$ cat config.mk
export PLATFORM = sky130hd
export DESIGN_NAME = frobenius_norm_sequencer
export DESIGN_NICKNAME = d
export VERILOG_FILES = /design/src/rtl/frobenius_norm_sequencer.sv
export SDC_FILE = /design/constraint.sdc
export NUM_CORES = 2
export LEC_CHECK = 0
export CAP_MARGIN = 25
export CORE_MARGIN = 8
export CORE_UTILIZATION = 47
export DETAILED_ROUTE_END_ITERATION = 12
export DONT_BUFFER_PORTS = 1
export GPL_TIMING_DRIVEN = 0
export HOLD_SLACK_MARGIN = 0.03
export PLACE_DENSITY = 0.63
export SLEW_MARGIN = 20
export SYNTH_ARGS = -nofsm -noshare
export SYNTH_HDL_FRONTEND = slang
export SYNTH_SLANG_ARGS = --single-unit
$ cat constraint.sdc
create_clock -name clk -period 5.5 [get_ports clk]
set_clock_uncertainty 0.1 [all_clocks]
set_input_delay 1.1 -clock clk [delete_from_list [all_inputs] [get_ports clk]]
set_output_delay 1.1 -clock clk [all_outputs]
set_load 0.01 [all_outputs]
$ cat src/rtl/frobenius_norm_sequencer.sv
// frobenius_norm_sequencer: sqrt(sum of squares) of a matrix of doubles using one shared
// multiplier, one shared adder and one square-root unit, with interleaved partial sums.
module frobenius_norm_sequencer #(
    parameter int SIZE_A   = 8,
    parameter int SIZE_B   = 8,
    parameter int LAT_MUL  = 5,
    parameter int LAT_ADD  = 7,
    parameter int LAT_SQRT = 30,
    localparam int N  = SIZE_A * SIZE_B,
    localparam int AW = (N > 1) ? $clog2(N) : 1
) (
    input  logic          clk,
    input  logic          reset,
    input  logic          start,
    output logic          mem_rd_en,
    output logic [AW-1:0] mem_addr,
    input  logic [63:0]   mem_rdata,
    output logic [63:0]   mul_dataa,
    output logic [63:0]   mul_datab,
    input  logic [63:0]   mul_result,
    output logic [63:0]   add_dataa,
    output logic [63:0]   add_datab,
    input  logic [63:0]   add_result,
    output logic [63:0]   sqrt_data,
    input  logic [63:0]   sqrt_result,
    output logic          busy,
    output logic [63:0]   val,
    output logic          valid
);
    localparam int CW = $clog2(N + 1);
    localparam int IW = (LAT_ADD > 1) ? $clog2(LAT_ADD) : 1;
    localparam logic [AW-1:0] ADDR_LAST = AW'(N - 1);
    localparam logic [CW-1:0] PROD_LAST = CW'(N - 1);
    localparam logic [CW-1:0] LAT_ADD_C = CW'(LAT_ADD);
    localparam logic [IW-1:0] IDX_LAST  = IW'(LAT_ADD - 1);

    generate
        if (LAT_ADD < 1 || N < LAT_ADD) begin : g_bad_params
            $error("frobenius_norm_sequencer: need 1 <= LAT_ADD <= SIZE_A*SIZE_B");
        end
    endgenerate

    typedef enum logic [2:0] {IDLE, STREAM, DRAIN, REDUCE, SQRT_WAIT} state_t;

    state_t                      state_q, state_d;
    logic [AW-1:0]               addr_q, addr_d;
    logic                        rd_q;
    logic [CW-1:0]               prod_q, prod_d;
    logic [IW-1:0]               idx_q, idx_d;
    logic [IW-1:0]               red_q, red_d, red_nxt;
    logic                        pend_q, pend_d;
    logic                        busy_q, busy_d;
    logic                        valid_q, valid_d;
    logic [63:0]                 val_q, val_d;
    logic [63:0]                 psum_q [LAT_ADD];
    logic [63:0]                 psum_d [LAT_ADD];
    logic [63:0]                 op_a;
    // Tag pipelines mirror each unit's latency; the MSB marks a result arriving this cycle.
    logic [LAT_MUL-1:0]          mul_v_q, mul_v_d;
    logic [LAT_ADD-1:0]          add_v_q, add_v_d, add_fin_q, add_fin_d;
    logic [LAT_ADD-1:0][IW-1:0]  add_idx_q, add_idx_d;
    logic [LAT_SQRT-1:0]         sqrt_v_q, sqrt_v_d;
    logic                        add_in, add_fin_in, sqrt_in;
    logic [IW-1:0]               add_idx_in;

    assign red_nxt   = red_q + 1'b1;
    assign mul_v_d   = LAT_MUL'({mul_v_q, rd_q});
    assign add_v_d   = LAT_ADD'({add_v_q, add_in});
    assign add_fin_d = LAT_ADD'({add_fin_q, add_fin_in});
    assign add_idx_d = (LAT_ADD * IW)'({add_idx_q, add_idx_in});
    assign sqrt_v_d  = LAT_SQRT'({sqrt_v_q, sqrt_in});
    assign mem_rd_en = (state_q == STREAM);
    assign mem_addr  = addr_q;
    assign mul_dataa = rd_q ? mem_rdata : '0;
    assign mul_datab = rd_q ? mem_rdata : '0;
    assign busy      = busy_q;
    assign valid     = valid_q;
    assign val       = val_q;

    always_comb begin
        state_d    = state_q;
        addr_d     = addr_q;
        prod_d     = prod_q;
        idx_d      = idx_q;
        red_d      = red_q;
        pend_d     = pend_q;
        busy_d     = busy_q;
        valid_d    = 1'b0;
        val_d      = val_q;
        psum_d     = psum_q;
        op_a       = pend_q ? add_result : psum_q[0];
        add_in     = 1'b0;
        add_fin_in = 1'b0;
        add_idx_in = '0;
        add_dataa  = '0;
        add_datab  = '0;
        sqrt_in    = 1'b0;
        sqrt_data  = '0;
        if (mul_v_q[LAT_MUL-1]) begin
            add_in     = 1'b1;
            add_dataa  = (prod_q < LAT_ADD_C) ? '0 : add_result;
            add_datab  = mul_result;
            add_fin_in = (prod_q == PROD_LAST);
            add_idx_in = idx_q;
            prod_d     = prod_q + 1'b1;
            idx_d      = (idx_q == IDX_LAST) ? '0 : idx_q + 1'b1;
        end
        // The last write to each slot is the finished partial sum for that lane.
        if (add_v_q[LAT_ADD-1] && (state_q == STREAM || state_q == DRAIN))
            psum_d[add_idx_q[LAT_ADD-1]] = add_result;
        case (state_q)
            IDLE: if (start && !valid_q) begin
                state_d = STREAM;
                busy_d  = 1'b1;
                prod_d  = '0;
                idx_d   = '0;
                red_d   = '0;
                pend_d  = 1'b0;
            end
            STREAM: begin
                addr_d = addr_q + 1'b1;
                if (addr_q == ADDR_LAST) begin
                    addr_d  = '0;
                    state_d = DRAIN;
                end
            end
            DRAIN: if (add_v_q[LAT_ADD-1] && add_fin_q[LAT_ADD-1]) state_d = REDUCE;
            REDUCE: if (!pend_q || add_v_q[LAT_ADD-1]) begin
                if (red_q == IDX_LAST) begin
                    sqrt_in   = 1'b1;
                    sqrt_data = op_a;
                    state_d   = SQRT_WAIT;
                end else begin
                    add_in    = 1'b1;
                    add_dataa = op_a;
                    add_datab = psum_q[red_nxt];
                    red_d     = red_nxt;
                    pend_d    = 1'b1;
                end
            end
            SQRT_WAIT: if (sqrt_v_q[LAT_SQRT-1]) begin
                val_d   = sqrt_result;
                valid_d = 1'b1;
                busy_d  = 1'b0;
                state_d = IDLE;
            end
            default: state_d = IDLE;
        endcase
    end

    always_ff @(posedge clk) begin
        if (reset) begin
            state_q   <= IDLE;
            addr_q    <= '0;
            rd_q      <= 1'b0;
            prod_q    <= '0;
            idx_q     <= '0;
            red_q     <= '0;
            pend_q    <= 1'b0;
            busy_q    <= 1'b0;
            valid_q   <= 1'b0;
            val_q     <= '0;
            psum_q    <= '{default: '0};
            mul_v_q   <= '0;
            add_v_q   <= '0;
            add_fin_q <= '0;
            add_idx_q <= '0;
            sqrt_v_q  <= '0;
        end else begin
            state_q   <= state_d;
            addr_q    <= addr_d;
            rd_q      <= mem_rd_en;
            prod_q    <= prod_d;
            idx_q     <= idx_d;
            red_q     <= red_d;
            pend_q    <= pend_d;
            busy_q    <= busy_d;
            valid_q   <= valid_d;
            val_q     <= val_d;
            psum_q    <= psum_d;
            mul_v_q   <= mul_v_d;
            add_v_q   <= add_v_d;
            add_fin_q <= add_fin_d;
            add_idx_q <= add_idx_d;
            sqrt_v_q  <= sqrt_v_d;
        end
    end
endmodule

==> results.tsv <==
metric	value	unit
layout-drive-gt1-share	17.1	%
vias_per_cell	5.75	
synth_area	28600	um^2
rows	90	
synth-compound-area-share	15.9	%
swShare	22.0	%
clk_pin_slew	0.06	ns
syn_nets	3800	
min_path_cells	1	
cp_num_buf_inv	6	
end_kind	output port	
cts_buffer_depth	3	
dp_hpwl	86900	um
drt_iter0_markers	2286	
rr_worst_depth	10	
synth-edff-count	0	
switchingPower	2.16	mW
tightest_slew	1.02	ns
cts.htree.levels	3	
grt_use_total	31.5	%
setup_viol	0	
power.share.clock	51.6	%
postSynthCellCount	3537	
cellLeakagePower	10.9	nW
r2r_slack	1.83	ns
ys_ff_latch	608	
synth_area_leaders	dfxtp_1 (43%), nand2_1 (14%), a21oi_1 (9.6%), mux4_2 (5.0%), buf_4 (3.3%)	
muxShareOfSynthArea	9.86	%
internal_power	7.67	mW
drc	0	
timing.slew.headroom	31.7	%
area_growth	13.9	%
path_cells	buf_4, buf_4, clkbuf_2, inv_1, ha_1, nand2_1, or3_1, clkbuf_2, buf_1, nor2_1	
cts-hold-fix-buffers	0	
slowest_stage	buf_1	
grt_pass1_vias	24500	
path_class	reg2out	
rsz0062_at_grt	true	
hold_start	add_idx_d[15]	
hold-path-endpoint	add_idx_d[18]	
p_per_area	302	nW/um^2
min_path_type	reg2reg	
synth_top_family_by_area	simple AND/OR/NAND/NOR gates	
portBuffers	0	
r2r-start	red_q[0]	
globalRouteOverflowTotal	0	
antenna_found_initial	11	
fin_tns_setup	0	ns
final_util	54.1	%
start_util	47.5	%
yosys-top-cells-count	nand2_1 (1,084), dfxtp_1 (608), a21oi_1 (550)	
tritoncts	yes	
globalplace.congestion	0.946	
finalHoldViolCount	0	
dr.pass1.iters	6	
crit_path_max_incr_delay	0.59	ns
drtAntennaViolNets	0	
power.ir.vdd_worst	0.000191	V
holdWs	0.324	ns
clockRootBuffer	clkbuf_16	
dieWidth	263	um
vias	25700	
grt_max_degree	14	
ys.warnings.count	0	
numCtsBuffers	69	
synth_fa_ha_area_share	0.175	%
netlist.top_cell.by_area	dfxtp_1	
synthSimpleGateAreaFrac	22.1	%
ioPinCount	652	
timing.fmax	0.182	GHz
coreArea	60200	um^2
synth_xor_area_share	0.428	%
synthFlopType	dfxtp_1	
slew_viol_final	0	
synth.yosys.seq_area_share	42.5	%
worstPathArrival	4.29	ns
startpoint_type	flop	
netlist.area_leader.share	42.5	%
grt_pass1_wl	166000	um
synth.avg_cell_area	8.09	um^2
cts_sinks	608	
period_needed	5.49	ns
synthArstFlopShare	0	%
drt-total-wl	114000	um
outcome	finished clean	
p_seq_share	44.9	%
fill_cells	5728	
min_period_over_period	99.7	%
cp_max_fo	10	
route.detailed.wl_per_inst	25.7	um
dieArea	69000	um^2
cp_top_family	buffers and inverters	
maxCapViolations	0	
worstPathRequired	4.30	ns
synth_most_common_cell	nand2_1	
synth.distinct_cells	53	
comb_power_share	3.5	%
die_y	263	um
final_nets	3883	
r2r-end	sqrt_v_q[0]	
insertion_delay	0.60	ns
worst register-to-register path: cells and delay by family (launching register included):
family	cells	cell delay, ns
DFF	1	0.50
and+or+nand+nor	3	0.56
adders and majority gates	1	0.26
buffers and inverters	6	2.09
worst max-delay path by stage:
stage               startpoint            end  slack (ns)  cells past startpoint
finish                red_q[0]  sqrt_data[40]        0.01                     10
global route          red_q[0]  add_datab[53]       -0.04                     10
CTS                   red_q[0]  add_datab[60]        0.01                     10
detailed placement    red_q[0]   add_datab[6]       -1.10                     10
global placement      red_q[0]   add_datab[0]       -1.30                     10
floorplan             red_q[0]  add_datab[62]        1.59                     10
cell type report:
cell class / count / area, um^2 / share of cell area, %
multi-input combinational: 2507 / 14200 / 43.5
timing repair buffer: 12 / 125 / 0.384
sequential: 608 / 12200 / 37.3
inverter: 4 / 15.0 / 0.0460
antenna: 7 / 17.5 / 0.0537
buffer: 418 / 2620 / 8.02
clock buffer: 102 / 2160 / 6.61
tap: 782 / 978 / 3.00
clock inverter: 20 / 359 / 1.10
state kept, by name, summed over array words and instances, names as in the netlist, 3 cells and up:
signal and flops:
add_fin_q 7, add_idx_d 18, add_idx_q 3, add_v_q 7, idx_q 3, mem_addr 6, mul_v_q 5, prod_q 7
psum_q 448, red_q 3, sqrt_v_q 30, state_q 3, val 64
cell families after synthesis:
group / count (synthesis)
simple gates: 1503
buf+inv: 422
mux: 194
xor+xnor: 11
fa+ha+maj: 4
compound gates: 795
flops: 608
power by group through the flow:
stage / Clock [mW] / Combinational [mW] / Sequential [mW]
CTS: 5.12 / 0.341 / 4.41
global route: 5.32 / 0.361 / 4.41
finish: 5.08 / 0.345 / 4.41
global placement: 0 / 0.339 / 4.51
floorplan: 0 / 0.219 / 4.51
detailed placement: 0 / 0.339 / 4.51
layer usage:
metal	up-vias	global-route usage [%]	wire length [um]
met2	1173	52.2	54400
met3	199	5.94	8290
met4	0	14.8	5370
met1	12400	39.4	46300
met5	-	0	0
li1	11900	-	-
layout by cell type (no fill, tap or decap), types with 5 or more instances in the layout:
cell type	n
nand3_1	69
buf_1	20
nand2_2	20
dfxtp_1	607
o31ai_1	23
buf_4	135
nor4_4	5
o21ai_0	68
o31ai_2	32
nor2b_1	67
clkinv_2	7
bufinv_16	10
and2_1	67
mux2_2	64
clkbuf_8	22
nand2b_1	10
buf_6	67
nand4_1	5
a22o_1	64
clkbuf_1	139
diode_2	7
xor2_1	7
nand2_1	1084
nor2_1	153
mux2i_1	66
o31ai_4	9
or4_1	6
clkbuf_16	73
a21oi_1	550
mux4_2	64
clkbuf_2	17
buf_2	55
a21oi_2	34
through the flow:
stage / worst slack, ns / cell area [um^2] / total power, mW / instances
final: 0.0143 / 32600 / 9.83 / 4460
after global routing: -0.0432 / 32600 / 10.1 / 4459
after CTS: 0.00997 / 32400 / 9.88 / 4452
after detailed placement: -1.10 / 29700 / 4.85 / 4326
after global placement: -1.30 / 29600 / 4.85 / 4319
after floorplan: 1.59 / 28600 / 4.73 / 3537
repair_timing:
item | CTS | global route
resized for setup | 51 | 41
buffers inserted | 4 | 0
pin swaps | 1 | 0
setup endpoints to repair | 172 | 64
(Power assumes the default switching activity.)
